### config.mk
export PLATFORM = sky130hd
export DESIGN_NAME = octree_branch_writer_flat
export DESIGN_NICKNAME = d
export VERILOG_FILES = /design/src/rtl/octree_branch_writer_if.sv /design/src/rtl/octree_branch_writer.sv /design/src/flat_wrapper.sv
export SDC_FILE = /design/constraint.sdc
export NUM_CORES = 1
export LEC_CHECK = 0
export ABC_AREA = 1
export CORE_UTILIZATION = 49
export CTS_BUF_LIST = sky130_fd_sc_hd__clkbuf_2 sky130_fd_sc_hd__clkbuf_4 sky130_fd_sc_hd__clkbuf_8
export DETAILED_ROUTE_END_ITERATION = 6
export PLACE_DENSITY = 0.83
export SYNTH_ARGS = -nofsm -noshare
export SYNTH_HDL_FRONTEND = slang
export SYNTH_SLANG_ARGS = --single-unit
### constraint.sdc
create_clock -name clk -period 15.61 [get_ports clk]
set_input_delay 3.122 -clock clk [delete_from_list [all_inputs] [get_ports clk]]
set_output_delay 3.122 -clock clk [all_outputs]
set_load 0.02 [all_outputs]
### src/rtl/octree_branch_writer_if.sv
// Request, status and BRAM port A bundle for the octree branch-table write engine.
// The slave modport is the engine's view; master is the requester/BRAM side.
interface octree_branch_writer_if #(
    parameter int ADDR_W = 10,
    parameter int PTR_W  = 16,
    parameter int META_W = 24
);
    localparam int ENTRY_W = META_W + 8 * PTR_W;

    logic                clear;
    logic                busy;
    logic                req_valid;
    logic                req_ready;
    logic [ADDR_W-1:0]   req_parent;
    logic [2:0]          req_octant;
    logic [PTR_W-1:0]    req_child;
    logic                req_meta_we;
    logic [META_W-1:0]   req_meta;
    logic                done;
    logic                err;
    logic                ena;
    logic                wea;
    logic [ADDR_W-1:0]   addra;
    logic [ENTRY_W-1:0]  dina;
    logic [ENTRY_W-1:0]  douta;

    modport slave (
        input  clear, req_valid, req_parent, req_octant, req_child,
               req_meta_we, req_meta, douta,
        output busy, req_ready, done, err, ena, wea, addra, dina
    );

    modport master (
        output clear, req_valid, req_parent, req_octant, req_child,
               req_meta_we, req_meta, douta,
        input  busy, req_ready, done, err, ena, wea, addra, dina
    );
endinterface

### src/rtl/octree_branch_writer.sv
// Write-side engine for the octree branch table: serialises link-child requests into
// read-modify-write cycles on BRAM port A and provides a bulk table clear.
module octree_branch_writer #(
    parameter int ADDR_W = 10,
    parameter int PTR_W  = 16,
    parameter int META_W = 24
) (
    input  logic                  clk,
    input  logic                  rst,
    octree_branch_writer_if.slave bus
);
    localparam int DEPTH   = 1 << ADDR_W;
    localparam int ENTRY_W = META_W + 8 * PTR_W;
    localparam logic [ADDR_W:0] LAST_ADDR = (ADDR_W + 1)'(DEPTH - 1);

    typedef enum logic [2:0] {IDLE, CLEAR, RD, MOD, WR} state_t;

    state_t              state, state_next;
    logic [ADDR_W:0]     clr_cnt;
    logic [ADDR_W-1:0]   parent_q;
    logic [2:0]          octant_q;
    logic [PTR_W-1:0]    child_q;
    logic                meta_we_q;
    logic [META_W-1:0]   meta_q;
    logic [ENTRY_W-1:0]  new_q, new_d;
    logic                done_q, err_q, done_d, err_d;
    logic                ena_c, wea_c;
    logic [ADDR_W-1:0]   addra_c;
    logic [ENTRY_W-1:0]  dina_c;
    logic [PTR_W-1:0]    old_ptr;
    logic                slot_conflict;
    logic                accept;

    // A slot is only refused when it already points at a different child.
    assign old_ptr       = bus.douta[META_W + PTR_W * octant_q +: PTR_W];
    assign slot_conflict = (child_q != '0) && (old_ptr != '0) && (old_ptr != child_q);
    assign accept        = (state == IDLE) && !bus.clear && bus.req_valid;

    always_comb begin
        state_next = state;
        done_d     = 1'b0;
        err_d      = 1'b0;
        new_d      = new_q;
        ena_c      = 1'b0;
        wea_c      = 1'b0;
        addra_c    = '0;
        dina_c     = '0;
        case (state)
            IDLE: begin
                if (bus.clear) begin
                    state_next = CLEAR;
                end else if (bus.req_valid) begin
                    state_next = RD;
                end
            end
            CLEAR: begin
                ena_c   = 1'b1;
                wea_c   = 1'b1;
                addra_c = clr_cnt[ADDR_W-1:0];
                if (clr_cnt == LAST_ADDR) begin
                    state_next = IDLE;
                end
            end
            RD: begin
                ena_c      = 1'b1;
                addra_c    = parent_q;
                state_next = MOD;
            end
            MOD: begin
                if (slot_conflict) begin
                    done_d     = 1'b1;
                    err_d      = 1'b1;
                    state_next = IDLE;
                end else begin
                    new_d = bus.douta;
                    new_d[META_W + PTR_W * octant_q +: PTR_W] = child_q;
                    if (meta_we_q) begin
                        new_d[META_W-1:0] = meta_q;
                    end
                    state_next = WR;
                end
            end
            WR: begin
                ena_c      = 1'b1;
                wea_c      = 1'b1;
                addra_c    = parent_q;
                dina_c     = new_q;
                done_d     = 1'b1;
                state_next = IDLE;
            end
            default: state_next = IDLE;
        endcase
    end

    always_ff @(posedge clk) begin
        if (rst) begin
            state   <= IDLE;
            clr_cnt <= '0;
            done_q  <= 1'b0;
            err_q   <= 1'b0;
        end else begin
            state  <= state_next;
            done_q <= done_d;
            err_q  <= err_d;
            if (state == IDLE && bus.clear) begin
                clr_cnt <= '0;
            end else if (state == CLEAR) begin
                clr_cnt <= clr_cnt + 1'b1;
            end
        end
    end

    // Request fields are held for the whole RMW; new_q only matters in WR.
    always_ff @(posedge clk) begin
        if (accept) begin
            parent_q  <= bus.req_parent;
            octant_q  <= bus.req_octant;
            child_q   <= bus.req_child;
            meta_we_q <= bus.req_meta_we;
            meta_q    <= bus.req_meta;
        end
        new_q <= new_d;
    end

    assign bus.busy      = (state != IDLE);
    assign bus.req_ready = (state == IDLE) && !bus.clear;
    assign bus.done      = done_q;
    assign bus.err       = err_q;
    assign bus.ena       = ena_c;
    assign bus.wea       = wea_c;
    assign bus.addra     = addra_c;
    assign bus.dina      = dina_c;
endmodule
### src/flat_wrapper.sv
// flat-port wrapper written by rule: the top's interface ports become plain ports
module octree_branch_writer_flat 
#(
    parameter int ADDR_W = 10,
    parameter int PTR_W  = 16,
    parameter int META_W = 24
)
  (clk, rst, bus_clear, bus_req_valid, bus_req_parent, bus_req_octant, bus_req_child, bus_req_meta_we, bus_req_meta, bus_douta, bus_busy, bus_req_ready, bus_done, bus_err, bus_ena, bus_wea, bus_addra, bus_dina);
  octree_branch_writer_if #(.ADDR_W(ADDR_W), .PTR_W(PTR_W), .META_W(META_W)) bus_i ();
  input  logic clk;
  input  logic rst;
  input wire logic [$bits(bus_i.clear)-1:0] bus_clear;
  input wire logic [$bits(bus_i.req_valid)-1:0] bus_req_valid;
  input wire logic [$bits(bus_i.req_parent)-1:0] bus_req_parent;
  input wire logic [$bits(bus_i.req_octant)-1:0] bus_req_octant;
  input wire logic [$bits(bus_i.req_child)-1:0] bus_req_child;
  input wire logic [$bits(bus_i.req_meta_we)-1:0] bus_req_meta_we;
  input wire logic [$bits(bus_i.req_meta)-1:0] bus_req_meta;
  input wire logic [$bits(bus_i.douta)-1:0] bus_douta;
  output wire logic [$bits(bus_i.busy)-1:0] bus_busy;
  output wire logic [$bits(bus_i.req_ready)-1:0] bus_req_ready;
  output wire logic [$bits(bus_i.done)-1:0] bus_done;
  output wire logic [$bits(bus_i.err)-1:0] bus_err;
  output wire logic [$bits(bus_i.ena)-1:0] bus_ena;
  output wire logic [$bits(bus_i.wea)-1:0] bus_wea;
  output wire logic [$bits(bus_i.addra)-1:0] bus_addra;
  output wire logic [$bits(bus_i.dina)-1:0] bus_dina;
  assign bus_i.clear = bus_clear;
  assign bus_i.req_valid = bus_req_valid;
  assign bus_i.req_parent = bus_req_parent;
  assign bus_i.req_octant = bus_req_octant;
  assign bus_i.req_child = bus_req_child;
  assign bus_i.req_meta_we = bus_req_meta_we;
  assign bus_i.req_meta = bus_req_meta;
  assign bus_i.douta = bus_douta;
  assign bus_busy = bus_i.busy;
  assign bus_req_ready = bus_i.req_ready;
  assign bus_done = bus_i.done;
  assign bus_err = bus_i.err;
  assign bus_ena = bus_i.ena;
  assign bus_wea = bus_i.wea;
  assign bus_addra = bus_i.addra;
  assign bus_dina = bus_i.dina;
  octree_branch_writer #(.ADDR_W(ADDR_W), .PTR_W(PTR_W), .META_W(META_W)) u_core (.clk(clk), .rst(rst), .bus(bus_i));
endmodule
# Yosys cells after proc, flatten, opt, wreduce, memory -nomap -nowiden
# Index checks and enable logic that the tools add are counted.
# totals
regBits	222
elab_cells	56
# op_classes
n_addsub	3
eq_ne	8
n_shift	3
mux	13
n_bitwise	2
reduce_logical	17
# ops
cell	n
bitwise mux 152 bit	1
two-way mux 152 bit	1
variable shift 16 x 34 -> 152 bit (first input constant)	1
indexed part select 152 x 9 -> 16 bit	1
indexed part select 16 x 34 -> 152 bit	1
negator 32 -> 34 bit	1
nonzero test 16 bit	2
two-way mux 24 bit	1
case mux 10 bit (2 select lines)	1
inequality test 16 bit	1
two-way mux 3 bit	4
case mux 3 bit (4 select lines)	1
adder 11 x 1 -> 11 bit (second input constant)	1
equality test 11 x 10 -> 1 bit (second input constant)	1
adder 5 x 7 -> 8 bit (first input constant)	1
OR reduction 2 bit	4
equality test 3 x 2 -> 1 bit (second input constant)	2
logical AND 1 bit	5
AND reduction 2 bit	2
equality test 3 x 1 -> 1 bit (second input constant)	1
equality test 3 bit (second input constant)	1
zero test 3 bit	1
two-way mux 1 bit	3
inequality test 3 bit (second input constant)	1
6 further kinds	7

# Logic depth before layout (Yosys ltp)
# Gate-level depths: netlist of run 1.
# depth
word_depth	7
mapped_depth	16
mapped_depth_nobuf	14

# Worst setup path before layout of run 1
# No wires, ideal clock.
# synth_timing
path_type	in2reg
startpoint	input port bus_douta[87]
endpoint	register u_core.new_q[0], enable pin
setup_ns	0.714
arrival_ns	11.148
required_time_ns	14.896
setup_slack_ns	3.748
cell_stages	11
path_buffers	0
cell_sequence	inv_1 nand2_1 nand3_1 nand3_1 nand2_1 nand2_1 nor2_1 nand2_1 nor2_1 nor2_1 a21oi_1
# synth_via
elab_chain_cells	6
# synth_rtl
item	line_no	source
from (decl)	flat_wrapper.sv:19	input wire logic [$bits(bus_i.douta)-1:0] bus_douta;
indexed part select 152 x 9 -> 16 bit *	octree_branch_writer.sv:35	assign old_ptr = bus.douta[META_W + PTR_W * octant_q +: PTR_W];
nonzero test 16 bit	octree_branch_writer.sv:36	assign slot_conflict = (child_q != '0) && (old_ptr != '0) && (old_ptr != child_q);
logical AND 1 bit	octree_branch_writer.sv:36	
logical AND 1 bit *	octree_branch_writer.sv:36	
NOT 1 bit (no line) *	--	
AND reduction 2 bit (no line) *	--	
to (signal assigned)	octree_branch_writer.sv:122	new_q <= new_d;
to (decl)	octree_branch_writer.sv:25	logic [ENTRY_W-1:0] new_q, new_d;
# Every way passes the cells marked *; elsewhere a longest branch is shown, timed or not.
# A chain may end at the register's enable or synchronous reset.

# Worst setup path in the final report of run 1
# layout_timing
startpoint	input port bus_clear
endpoint	output port bus_req_ready
# layout_via
elab_chain_cells	2
# layout_rtl
item	line_no	source
from (decl)	flat_wrapper.sv:12	input wire logic [$bits(bus_i.clear)-1:0] bus_clear;
zero test 1 bit	octree_branch_writer.sv:126	assign bus.req_ready = (state == IDLE) && !bus.clear;
logical AND 1 bit	octree_branch_writer.sv:126	
to (decl)	flat_wrapper.sv:21	output wire logic [$bits(bus_i.req_ready)-1:0] bus_req_ready;
# Every way passes these cells.

==> results.md, run 1 <==
* Distinct cells, synth at 27
* Worst Setup SP: bus_clear
* Worst r2r src: u_core.octant_q[0]$_DFFE_PP_
* Crit Path Category: input port to output pin
* P&R area growth vs syn at 38.1%
* R2R depth at 13
* Synthesized area per cell at 7.68 um2
* Worst setup EP type: output pin
* Largest net degree at the start of global routing at 100
* Worst path most repeated cell: clkdlybuf4s50_1
* Avg WL per Cell at 19.5 um
* Initial antenna violation count at 0
* Clk sink count at 222
* Clock Skew at 26.3 ps
* CP cell instances: clkdlybuf4s50_1, nor2_1, clkdlybuf4s50_1
* Ys Warns at 0
* Share of cells above drive strength 1 at 4.84%
* Total Wirelength at 45600 um
* CTS H-tree lvls at 2
* Util after Layout at 68.8%
* Vias in the first global route at 11.9k
* Number of flops mapped to enable cells by yosys at 206
* P_int at 0.00107 W
* First-iteration detailed-routing DRC count at 1335
* Reg2reg setup slack at 11450 ps
* Clk buf depth at 3
* Ys flop type: edfxtp_1
* Post-CTS sizing at 0
* Final Hold Vio Count at 0
* Power density over the cells at 83.5 mW/mm2
* Hold bufs inserted after CTS at 0
* WP data required at 12490 ps
* Post-synthesis net count at 1845
* Overflow after GRT at 0
* Via count at 12.5k
* RSZ-0062 raised after global routing: no
* Post CTS Setup Buffer Count at 0
* Post-layout min period at 7530 ps
* RR Endpoint: u_core.new_q[128]$_DFFE_PP_
* Site row count at 58
* Worst slew margin at 24.7%
* Crit path max-delay family: buffers and inverters
* Core area at 0.0251 mm2
* Synth top cells by count: 382 x nand2_1, 336 x inv_1, 206 x edfxtp_1, 199 x nor2_1, 133 x o21ai_0
* Die Width at 162 um
* Flop pwr share at 46.2%
* Leak pwr at 7.38 nW
* Switching power total at 0.000375 W
* Cell area after synthesis at 0.0125 mm2
* Fin Setup TNS at 0 ps
* PortBufs at 377
* GPL Wtd Cong at 0.993
* Crit-path slowest cell: clkdlybuf4s50_1
* Maximum clock frequency at 133 MHz
* Top-count cell post-synth: nand2_1
* Maximum vdd drop at 56.3 uV
* Cell count after synthesis at 1629
* Clk pin slew, worst setup/hold paths at 60 ps
* Worst-Margin Slew at 1130 ps
* Yosys top cell area share at 49.5%
* Hold Path Class: register to register
* Skew-Pair Late Insertion Delay at 550 ps
* Drt first pass iters at 6
* Switch share at 26.0%
* Initial Util at 49.8%
* Combinational share of power at 13.5%
* GRT Util Overall at 34.4%
* Die height at 162 um
* Post-detailed-route count of antenna-violating nets at 0
* Asr flop ratio synth at 0%
* Worst setup SP type: input port
* Fin nets at 2193
* Clock power frac at 40.3%
* Hold Crit Depth at 2
* Largest stage delay, worst path at 650 ps
* Leading area contributor after synthesis: edfxtp_1
* Worst slack, placed at 8100 ps
* Post-DR vias/cell at 5.34
* Io pins at 378
* CTS Root Cell: clkbuf_8
* Hold Path End: u_core.clr_cnt[10]$_SDFFE_PP0N_
* Max-Cap Viols at 0
* Share of the yosys chip area belonging to registers at 52.0%
* Hold path startpoint: u_core.clr_cnt[10]$_SDFFE_PP0N_
* Top cells by area, synth: edfxtp_1 49%, nand2_1 11%, inv_1 10%
* Worst Path Arrival at 4400 ps
* Final setup vio count at 0
* Antenna cells at 0
* Slew Viols, Final at 0
* WP buf/inv at 2
* FF+latch count, synth at 222
* Die area at 0.0262 mm2
* Final Worst Setup Slack at 8080 ps
* DP HPWL at 32900 um
* CTS Buf Count at 41
* Status: finished, final reports clean
* Period Utilization, post-route at 48.2%
* First-pass GRT wire length at 67500 um
* TritonCTS clock tree: yes
* Crit-path max FO at 3
* Remaining DRCs at 0
## logic make-up (layout without fill, tap and decap cells)
family | count (synthesis) | count (layout) | synth area share [%]
buffers and inverters | 429 | 806 | 13.5
flip-flops | 222 | 222 | 52.0
AND/OR/NAND/NOR | 795 | 795 | 26.4
XOR/XNOR | 2 | 2 | 0.290
AO/OA/AOI/OAI | 175 | 175 | 7.21
adder cells (fa/ha/maj) | 6 | 6 | 0.600
## power groups by stage
stage | registers (W) | clock network [W] | logic [W]
global route | 0.000666 | 0.000613 | 0.000209
finish | 0.000666 | 0.000582 | 0.000195
detailed placement | 0.000678 | 0 | 0.000189
global placement | 0.000678 | 0 | 0.000187
floorplan | 0.000677 | 0 | 0.0000929
CTS | 0.000666 | 0.000583 | 0.000191
## metal layers
layer  track usage, %  share of wire [%]
met1             43.6                 38
met2             56.6                 48
met3             6.84                 10
met4             15.7                3.8
met5                0                  0
## state kept, by name (all words and copies together) (netlist names), 3 cells and up
name / count
u_core.meta_q: 24
u_core.state: 3
u_core.parent_q: 10
u_core.octant_q: 3
u_core.clr_cnt: 11
u_core.child_q: 16
u_core.new_q: 152
## final cells by class
cell class                 count  area (um2)
inverter                     342        1290
multi-input combinational    978        4350
sequential                   222        6510
fill                        2071        7840
clock inverter                17         131
timing repair buffer         392        3890
tap                          330         413
clock buffer                  55         701
## worst max-delay path by stage
| stage | endpoint | slack, ps | depth (start not counted) |
|---|---|---|---|
| after floorplan | u_core.new_q[0]$_DFFE_PP_ | 3750 | 11 |
| after global placement | bus_req_ready | 8110 | 3 |
| after detailed placement | bus_req_ready | 8100 | 3 |
| after CTS | bus_req_ready | 8090 | 3 |
| after global routing | bus_req_ready | 8040 | 3 |
| final | bus_req_ready | 8080 | 3 |
## through the flow
step	instance area [um2]	power [W]	hold WS [ps]	cells
after floorplan	12500	0.000770	450	1629
after global placement	16400	0.000865	461	2264
after detailed placement	16400	0.000868	474	2264
after CTS	17300	0.00144	482	2336
after global routing	17300	0.00149	532	2336
final	17300	0.00144	482	2336
## worst min-delay path, delay by kind of cell, from the launching register on
family	cells	cell delay (ps)
flip-flops	1	310
AO/OA/AOI/OAI	2	130
## cell usage in the layout, fill, tap and decap left out, types with 2 or more instances in the layout
cell,count
nor2_1,197
nand3_1,123
edfxtp_1,206
dfxtp_1,16
a21oi_1,10
nor3_1,73
a31oi_1,14
inv_1,336
clkdlybuf4s50_1,377
nor3_2,4
o21ai_1,10
ha_1,6
buf_4,15
nand4_1,6
o21ai_0,133
nor4_1,5
clkinvlp_4,2
nand2_1,382
clkinv_1,7
clkbuf_4,9
bufinv_16,2
o22ai_1,7
inv_4,2
nor3_4,2
clkinv_2,6
inv_2,4
clkbuf_8,46
(Power assumes the default switching activity.)
==> run 2, diff against run 1 <==
--- a/config.mk
+++ b/config.mk
@@ -6,10 +6,10 @@
 export NUM_CORES = 1
 export LEC_CHECK = 0
 export ABC_AREA = 1
-export CORE_UTILIZATION = 49
+export CORE_UTILIZATION = 44
 export CTS_BUF_LIST = sky130_fd_sc_hd__clkbuf_2 sky130_fd_sc_hd__clkbuf_4 sky130_fd_sc_hd__clkbuf_8
 export DETAILED_ROUTE_END_ITERATION = 6
-export PLACE_DENSITY = 0.83
+export PLACE_DENSITY = 0.79
 export SYNTH_ARGS = -nofsm -noshare
 export SYNTH_HDL_FRONTEND = slang
 export SYNTH_SLANG_ARGS = --single-unit
==> constraint.sdc (replaced) <==
create_clock -name clk -period 6.1 [get_ports clk]
set_input_delay 1.22 -clock clk [delete_from_list [all_inputs] [get_ports clk]]
set_output_delay 1.22 -clock clk [all_outputs]
set_load 0.02 [all_outputs]
==> results.md, run 2 (synthesis gave the netlist of run 1 again) <==
* Status: finished, final reports clean
* Post-detailed-route count of antenna-violating nets at 0
* Commonest non-fill, non-tap cell in the layout: nand2_1
* Worst setup SP type: register
* Post-place instance area at 0.0165 mm2
* DP HPWL at 34400 um
* Commonest cells after routing, fill and taps aside: 382 x nand2_1, 377 x clkdlybuf4s50_1, 336 x inv_1
* Reg2reg setup slack at 2170 ps
* P&R area growth vs syn at 38.0%
* Worst slew margin at 25.5%
* Core area at 0.0279 mm2
* Fin Setup TNS at 0 ps
* Initial antenna violation count at 1
* Area of the multi-input gates at 0.00435 mm2
* GPL Wtd Cong at 0.955
* Die height at 171 um
* Avg WL per Cell at 19.4 um
* Worst slack, placed at 2030 ps
* Fin nets at 2193
* Largest reg by FF count: u_core.new_q
* Filler instances at 2450
* Sequential cell area at 0.00651 mm2
* R2R depth at 13
* Io pins at 378
* Largest net degree at the start of global routing at 100
* Remaining DRCs at 0
* Total Wirelength at 46300 um
* Hold Crit Depth at 2
* First-pass GRT wire length at 67900 um
* Leak pwr at 7.33 nW
* Clock Skew at 34.5 ps
* Fin area at 0.0173 mm2
* Drt first pass iters at 6
* Worst-Margin Slew at 1120 ps
* Initial Util at 44.9%
* Site row count at 61
* Via count at 12.4k
* Clk pin slew, worst setup/hold paths at 60 ps
* Vias in the first global route at 11.9k
* GRT Util Overall at 31.5%
* Worst Path Arrival at 2930 ps
* Post-CTS sizing at 0
* Max-Cap Viols at 0
* Maximum vdd drop at 159 uV
* Clk sink count at 222
* Worst setup EP type: output pin
* WP data required at 4880 ps
* Slew Viols, Final at 0
* TritonCTS clock tree: yes
* Share of cells above drive strength 1 at 4.44%
* First-iteration detailed-routing DRC count at 1510
* CTS H-tree lvls at 2
* Overflow after GRT at 0
* PortBufs at 377
* Hold Path Class: register to register
* Die area at 0.0291 mm2
* Skew-Pair Late Insertion Delay at 560 ps
* Max reg flops at 152
* CTS Buf Count at 39
* Final Hold Vio Count at 0
* Crit-path max FO at 55
* CTS Root Cell: clkbuf_8
* Clk buf depth at 3
* Hold bufs inserted after CTS at 0
* Final Worst Setup Slack at 1950 ps
* Biggest regs: u_core.new_q x152, u_core.meta_q x24, u_core.child_q x16
* Period Utilization, post-route at 68.0%
* Maximum clock frequency at 241 MHz
* RSZ-0062 raised after global routing: no
* Post-layout min period at 4150 ps
* Post-DR vias/cell at 5.19
* Post CTS Setup Buffer Count at 0
* Die Width at 171 um
* Power density over the cells at 206 mW/mm2
* Crit Path Category: register to output pin
* Final setup vio count at 0
[run 2: final timing paths]
check,from,endpoint
setup / recovery,u_core.state[2]$_SDFFE_PP0P_,bus_dina[137]
hold / removal,u_core.clr_cnt[10]$_SDFFE_PP0N_,u_core.clr_cnt[10]$_SDFFE_PP0N_
setup reg to reg,u_core.octant_q[0]$_DFFE_PP_,u_core.new_q[17]$_DFFE_PP_
hold reg to reg,u_core.clr_cnt[10]$_SDFFE_PP0N_,u_core.clr_cnt[10]$_SDFFE_PP0N_
[run 2: cell type report]
cell class / count / share of cell area [%]
Sequential cell: 222 / 37.7
Multi-Input combinational cell: 978 / 25.2
Timing Repair Buffer: 394 / 22.7
Inverter: 342 / 7.46
Clock buffer: 48 / 3.57
Tap cell: 378 / 2.74
Clock inverter: 21 / 0.667
Antenna cell: 1 / 0.0145
[run 2: power by group]
group | switching (W) | total, W | leakage [nW] | internal [W]
Sequential | 0.0000108 | 0.00170 | 2.00 | 0.00169
Combinational | 0.000294 | 0.000504 | 4.96 | 0.000210
Clock | 0.000638 | 0.00134 | 0.383 | 0.000707
Total | 0.000943 | 0.00355 | 7.33 | 0.00261
[run 2: per-stage QoR]
step	hold WS (ps)	instances	util (%)	total power (W)
finish	503	2384	62.0	0.00355
floorplan	450	1629	-	0.00197
CTS	500	2383	62.0	0.00355
global route	514	2384	62.0	0.00366
detailed placement	490	2314	59.3	0.00223
global placement	462	2314	59.3	0.00222
[run 2: per-layer routing]
layer	track usage, %	routed length, um
met1	39.4	17700
met2	51.8	21900
met3	7.29	4780
met4	14.4	2000
met5	0	0
[run 2: worst max-delay path, stage by stage (launching register included)]
cell and delay [ps]:
dfxtp_1 330, inv_1 70, nor3_1 330, inv_4 320, buf_4 380, nor2_1 270, clkdlybuf4s50_1 660
